==> config.mk <==
export PLATFORM = sky130hd
export DESIGN_NAME = mult_div_unit
export DESIGN_NICKNAME = d
export VERILOG_FILES = /design/src/rtl/mult_div_pkg.sv /design/src/rtl/mult_div_unit_abs.sv /design/src/rtl/mult_div_unit.sv
export SDC_FILE = /design/constraint.sdc
export NUM_CORES = 1
export LEC_CHECK = 0
export CAP_MARGIN = 30
export CORE_UTILIZATION = 55
export CTS_CLUSTER_DIAMETER = 60
export CTS_CLUSTER_SIZE = 8
export DETAILED_ROUTE_END_ITERATION = 8
export HOLD_SLACK_MARGIN = 0.02
export MAX_ROUTING_LAYER = met4
export PLACE_DENSITY = 0.8
export SYNTH_ARGS = -nofsm -noshare
export SYNTH_HDL_FRONTEND = slang
export SYNTH_SLANG_ARGS = --single-unit
==> constraint.sdc <==
create_clock -name clock -period 4.35 [get_ports clock]
set_input_delay 0.87 -clock clock [delete_from_list [all_inputs] [get_ports clock]]
set_output_delay 0.87 -clock clock [all_outputs]
set_load 0.05 [all_outputs]
==> src/rtl/mult_div_pkg.sv <==
// Shared definitions for the multiply/divide unit:
// op encodings, FSM state encoding and iteration count.
package mult_div_pkg;

    localparam logic OP_MULT = 1'b0;
    localparam logic OP_DIV  = 1'b1;

    localparam int ITERATIONS = 32;

    typedef enum logic [2:0] {
        S_IDLE = 3'd0,
        S_MULT = 3'd1,
        S_DIV  = 3'd2,
        S_FIX  = 3'd3,
        S_DONE = 3'd4
    } md_state_t;

endpackage

==> src/rtl/mult_div_unit_abs.sv <==
// md_abs: signed 32-bit value to 33-bit magnitude plus sign.
// Ports: value (in, 32), mag (out, 33), neg (out, 1).
module md_abs (
    input  logic [31:0] value,
    output logic [32:0] mag,
    output logic        neg
);

    // 33 bits so that 0x80000000 becomes +2^31 without overflow
    assign neg = value[31];
    assign mag = neg ? ({1'b0, ~value} + 33'd1) : {1'b0, value};

endmodule

==> src/rtl/mult_div_unit.sv <==
// Iterative signed multiply / divide unit producing HI/LO.
// Ports: clock, reset (async low), start, op, a, b -> busy, done, div_zero, hi, lo.
module mult_div_unit
    import mult_div_pkg::*;
(
    input  logic        clock,
    input  logic        reset,
    input  logic        start,
    input  logic        op,
    input  logic [31:0] a,
    input  logic [31:0] b,
    output logic        busy,
    output logic        done,
    output logic        div_zero,
    output logic [31:0] hi,
    output logic [31:0] lo
);

    md_state_t state, state_nxt;

    logic [5:0]  cnt;
    logic        op_q;
    logic        neg_res;
    logic        neg_a;
    logic        dz_q;

    logic [63:0] prod;
    logic [63:0] mcand;
    logic [32:0] mplier;

    logic [31:0] rem;
    logic [31:0] quo;
    logic [32:0] dvsr;

    logic [32:0] a_mag, b_mag;
    logic        a_neg, b_neg;

    md_abs u_abs_a (.value(a), .mag(a_mag), .neg(a_neg));
    md_abs u_abs_b (.value(b), .mag(b_mag), .neg(b_neg));

    logic        last_iter;
    logic [32:0] rem_sh;
    logic        fits;
    logic [31:0] rem_sub;
    logic [63:0] prod_fix;

    assign last_iter = (cnt == 6'(ITERATIONS - 1));

    // Restoring step: shift next dividend bit in, subtract if it fits.
    // A fitting difference is below the divisor, so 32 bits suffice.
    assign rem_sh  = {rem, quo[31]};
    assign fits    = (rem_sh >= dvsr);
    assign rem_sub = 32'(rem_sh - dvsr);

    assign prod_fix = neg_res ? (64'd0 - prod) : prod;

    always_ff @(posedge clock or negedge reset) begin
        if (!reset) begin
            state <= S_IDLE;
        end else begin
            state <= state_nxt;
        end
    end

    always_comb begin
        state_nxt = state;
        busy      = 1'b0;
        done      = 1'b0;
        div_zero  = 1'b0;
        unique case (state)
            S_IDLE: begin
                if (start) begin
                    if (op == OP_MULT) begin
                        state_nxt = S_MULT;
                    end else if (b == 32'd0) begin
                        state_nxt = S_DONE;
                    end else begin
                        state_nxt = S_DIV;
                    end
                end
            end
            S_MULT: begin
                busy = 1'b1;
                if (last_iter) state_nxt = S_FIX;
            end
            S_DIV: begin
                busy = 1'b1;
                if (last_iter) state_nxt = S_FIX;
            end
            S_FIX: begin
                busy      = 1'b1;
                state_nxt = S_DONE;
            end
            S_DONE: begin
                done      = 1'b1;
                div_zero  = dz_q;
                state_nxt = S_IDLE;
            end
            default: state_nxt = S_IDLE;
        endcase
    end

    always_ff @(posedge clock or negedge reset) begin
        if (!reset) begin
            cnt     <= '0;
            op_q    <= 1'b0;
            neg_res <= 1'b0;
            neg_a   <= 1'b0;
            dz_q    <= 1'b0;
            prod    <= '0;
            mcand   <= '0;
            mplier  <= '0;
            rem     <= '0;
            quo     <= '0;
            dvsr    <= '0;
            hi      <= '0;
            lo      <= '0;
        end else begin
            unique case (state)
                S_IDLE: begin
                    if (start) begin
                        op_q    <= op;
                        neg_res <= a_neg ^ b_neg;
                        neg_a   <= a_neg;
                        dz_q    <= (op == OP_DIV) && (b == 32'd0);
                        cnt     <= '0;
                        prod    <= '0;
                        mcand   <= {31'd0, a_mag};
                        mplier  <= b_mag;
                        rem     <= '0;
                        quo     <= a_mag[31:0];
                        dvsr    <= b_mag;
                    end
                end
                S_MULT: begin
                    if (mplier[0]) prod <= prod + mcand;
                    mcand  <= mcand << 1;
                    mplier <= mplier >> 1;
                    cnt    <= cnt + 6'd1;
                end
                S_DIV: begin
                    rem <= fits ? rem_sub : rem_sh[31:0];
                    quo <= {quo[30:0], fits};
                    cnt <= cnt + 6'd1;
                end
                S_FIX: begin
                    if (op_q == OP_MULT) begin
                        hi <= prod_fix[63:32];
                        lo <= prod_fix[31:0];
                    end else begin
                        lo <= neg_res ? (32'd0 - quo) : quo;
                        hi <= neg_a ? (32'd0 - rem) : rem;
                    end
                end
                default: ;
            endcase
        end
    end

endmodule
Word-level counts from Yosys, hierarchy flattened. Cells that the tools add are included.

Eq/ne operators: 8. Bitwise gates (word level): 3. Reduce and logical (&&, ||, !) cells: 14. Order comparisons: 1. Muxes and demuxes: 29. Add/sub/neg operators: 8.

Operator list (count): $mux W64 (4); $pmux W64 S2 (2); $mux W32 (7); $pmux W32 S2 (2); $mux W33 (3); $add A32 B1 Y33 const B (2); $pmux W33 S2 (1); $add A64 B64 Y64 (1); $not A32 Y32 (2); $sub A1 B32 Y32 const A (2); $sub A1 B64 Y64 const A (1); $ge A33 B33 Y1 (1); $logic_not A32 Y1 (1); $sub A32 B32 Y32 (1); $mux W3 (4); $pmux W6 S2 (1); $reduce_and A2 Y1 (5); $pmux W3 S3 (1); $add A6 B1 Y6 const B (1); $eq A3 B2 Y1 const B (2); $eq A6 B5 Y1 const B (1); $mux W6 (1); $reduce_bool A2 Y1 (3); $ne A2 B2 Y1 const B (2); other kinds (10) (12).

Bits in registers: 335. Input port bits: 68. Output and inout port bits: 67.

Depth between registers and ports, before layout.
Depth in word-level cells: 5. Mapped depth: 14. Depth with buffers taken out: 14.

Cells and area by module. From an unflattened synthesis, not the netlist that was laid out.

Cells, all modules: 2796. Area, all modules: 23027.1 µm².

Modules (own cells, without submodules): mult_div_unit (times used 1, area each 21525.6 µm², cells each 2596); md_abs (times used 2, area each 750.7 µm², cells each 100).

Least setup slack after synthesis. No wires, ideal clock.

Path kind: input-to-reg. Start: in b[6]. End: reg mplier[29]. Stages: 9. Slack: 0.609 ns. Arrival time: 3.615 ns. Path through: or4_4 or3_4 or3_4 or3_4 or4_4 o41ai_2 xor2_1 nor2_1 a221o_1.

Cells in the longest elaborated chain, start to end: 5.

Ends and longest elaborated chain: start, declared (line mult_div_unit.sv:11) `input logic [31:0] b,`; $not A32 Y32 (line mult_div_unit_abs.sv:11) `assign mag = neg ? ({1'b0, ~value} + 33'd1) : {1'b0, value};`; $add A32 B1 Y33 (line mult_div_unit_abs.sv:11); $mux W33 (line mult_div_unit_abs.sv:11); $mux W33 (line mult_div_unit.sv:121) `if (start) begin`; $pmux W33 S2 (line mult_div_unit.sv:119) `unique case (state)`; end signal, assigned (line mult_div_unit.sv:129) `mplier <= b_mag;`; end signal, assigned (line mult_div_unit.sv:138) `mplier <= mplier >> 1;`; end, declared (line mult_div_unit.sv:29) `logic [32:0] mplier;`.

Every way passes these cells. The select of a mux whose other input is x is not followed. A chain may end at the register's enable or synchronous reset.

Worst setup path in the final report.
Start: in b[3]. End: reg state[2].

Cells in the longest elaborated chain, start to end: 5.

Ends and longest elaborated chain: $logic_not A32 Y1 (line mult_div_unit.sv:75) `end else if (b == 32'd0) begin`; $mux W3 (line mult_div_unit.sv:75); $mux W3 (line mult_div_unit.sv:73) `if (op == OP_MULT) begin`; $mux W3 (line mult_div_unit.sv:72) `if (start) begin`; $pmux W3 S3 (line mult_div_unit.sv:70) `unique case (state)`; end signal, assigned (line mult_div_unit.sv:61) `state <= state_nxt;`; end, declared (line mult_div_unit.sv:19) `md_state_t state, state_nxt;`.

Every way passes these cells. The select of a mux whose other input is x is not followed.

==> flow_summary.json <==
{
  "status": "finished, final reports clean",
  "hpwl_um": 51800,
  "grt_overflow": 0,
  "grtUsageTotal_pct": 34.15,
  "post_cts_buffers": 0,
  "cts_sinks": 335,
  "ir_drop_mv": 0.7925,
  "crit_fanout": 5,
  "postCtsHoldBufs": 0,
  "routed_wl_um": 70160,
  "dpl_worst_slack_ns": -0.09993,
  "netlist_area_um2": 22840,
  "synth_area_leaders": "dfrtp_1, o21ai_0, ha_1",
  "cts-root-buf": "clkbuf_16",
  "postSynth.asyncResetShare_pct": 100.0,
  "syn_inst": 2684,
  "critPathArrivalTime_ns": 4.42,
  "worst_slew_pin_slew_ns": 1.088,
  "avgSynthCellArea_um2": 8.509,
  "yosys.area.top_type_share_pct": 36.70,
  "syn_to_final_growth_pct": 14.82,
  "io_pins": 135,
  "grt_pass1_vias": 20190,
  "slew_headroom_pct": 27.23,
  "num_vias": 21100,
  "cts_resized": 0,
  "wl_per_cell_um": 21.16,
  "crit_type": "in -> reg",
  "antenna_found_initial": 0,
  "grt_max_degree": 106,
  "dieArea_um2": 42350,
  "clock_latency_ns": 0.59,
  "finalCriticalPeriod_ns": 3.968,
  "die_x_um": 205.8,
  "layout_commonest_cell": "dfrtp_1",
  "num_rows": 74,
  "timing.fmax_mhz": 252.0,
  "htree_levels": 2,
  "cts_tree": "built",
  "first_iter_violations": 1777,
  "clockBufferDepth": 3,
  "mostFrequentLayoutCells": "dfrtp_1, o21ai_0, nand2_1",
  "viasPerCell": 6.362,
  "clk_pin_slew_ns": 0.05,
  "fin_crit_sh_pct": 91.22,
  "finalNetCount": 2946,
  "start_kind": "primary input",
  "drc_errors": 0,
  "syn-num-nets": 2856,
  "cts_made_buffers": 49,
  "dr.pass1.iters": 6,
  "synth_warnings": 0,
  "synth_top_area_cell": "dfrtp_1",
  "synth_flop_cell": "dfrtp_1",
  "finalWorstSetupSlack_ns": 0.3819,
  "insertedDiodeCount": 0,
  "rsz0062_at_grt": "false",
  "finClkSkew_ns": 0.02523,
  "hold_violations": 0,
  "core_area_um2": 40920,
  "yosys.cell_types.count": 71,
  "timing.hold.ws_ns": 0.3223,
  "drive_gt1_share_pct": 5.927,
  "end_kind": "flip-flop",
  "final_max_slew_viol_count": 0,
  "leakagePower_nw": 11.67,
  "p_total_mw": 21.75,
  "setup_violations": 0,
  "layout.cells.non_filler": 3316,
  "cp.required_ns": 4.80,
  "ys_seq_area_share_pct": 36.70,
  "grt_pass1_wl_um": 110600,
  "power_density_nw_per_um2": 829.3,
  "ys_ff_latch": 335,
  "initial_core_util_pct": 55.81,
  "synth-edff-count": 0,
  "dp_cells": 3255,
  "hold_class": "in -> async",
  "gp_congestion": 1.056,
  "maxCapViolCount": 0,
  "die_h_um": 205.8,
  "io_buffers": 134,
  "ant_nets": 0
}
Yosys cell counts (40+ instances only):
master and number:
dfrtp_1 335, o21ai_0 325, nand2_1 299, nor2_1 194
a21oi_1 176, xor2_1 141, clkbuf_1 132, xnor2_1 121
nand3_1 109, ha_1 102, a221o_1 84, inv_1 75
a21o_1 58, mux2i_1 40
registers in the layout (all words and copies together) (netlist names), 3 cells and up:
signal	flops
hi	32
lo	32
mcand	64
dvsr	33
quo	32
state	3
cnt	6
prod	64
rem	32
mplier	33
path summary, 6_finish.rpt:
| check | startpoint | cells after the start | end | slack [ns] |
|---|---|---|---|---|
| setup / recovery | b[3] | 11 | state[2] | 0.38 |
| hold / removal | reset | 1 | lo[30] | 0.32 |
| setup reg to reg | prod[30] | 10 | hi[25] | 0.39 |
| hold reg to reg | lo[30] | 2 | lo[30] | 0.47 |
| max in group asynchronous | reset | 2 | mplier[18] | 2.99 |
| min in group clock | lo[30] | 2 | lo[30] | 0.47 |
metrics by stage:
step                util (%)  instance area [µm²]  TNS [ns]
floorplan                  -                22840         0
global placement       60.80                24880         0
detailed placement     60.80                24880   -0.1877
CTS                    64.08                26230         0
global route           64.08                26230         0
finish                 64.08                26230         0
report_power, final:
| group | total (mW) | switching, mW | internal (mW) |
|---|---|---|---|
| Combinational | 12.7 | 7.87 | 4.82 |
| Sequential | 5.58 | 1.30 | 4.28 |
| Clock | 3.47 | 1.38 | 2.09 |
| Total | 21.7 | 10.6 | 11.2 |
metal layers:
metal	wire length (µm)	vias to the layer above	GRT usage (%)
li1	-	9919	-
met1	30020	10170	44.00
met2	32890	855	53.79
met3	4438	152	5.369
met4	2813	0	13.66
met5	0	-	-
kinds of logic (layout without fill, tap and decap cells):
| group | after synthesis | in the layout | synth area share, % |
|---|---|---|---|
| AOI/OAI and AO/OA | 862 | 862 | 24.19 |
| xor gates and xnor gates | 262 | 262 | 10.05 |
| adders and majority gates | 104 | 104 | 5.763 |
| buffers and inverters | 233 | 333 | 3.868 |
| DFF | 335 | 335 | 36.70 |
| muxes | 45 | 45 | 2.049 |
| and+or+nand+nor | 843 | 843 | 17.38 |
area by class of cell:
class	count	area (µm²)
Fill cell	3439	14700
Multi-Input combinational cell	2116	13630
Sequential cell	335	8388
Timing Repair Buffer	196	1912
Clock buffer	57	1319
Tap cell	532	665.6
Inverter	76	285.3
Clock inverter	4	26.28
worst max-delay path, cell delays in order:
cell	delay [ns]
clkdlybuf4s50_1	0.45
nor4_1	0.41
nand2_1	0.18
or3_1	0.37
or3_1	0.39
or3_1	0.34
or4_4	0.46
nor4_2	0.16
buf_4	0.19
nand3_1	0.10
a2111oi_2	0.49
(Power assumes the default switching activity.)
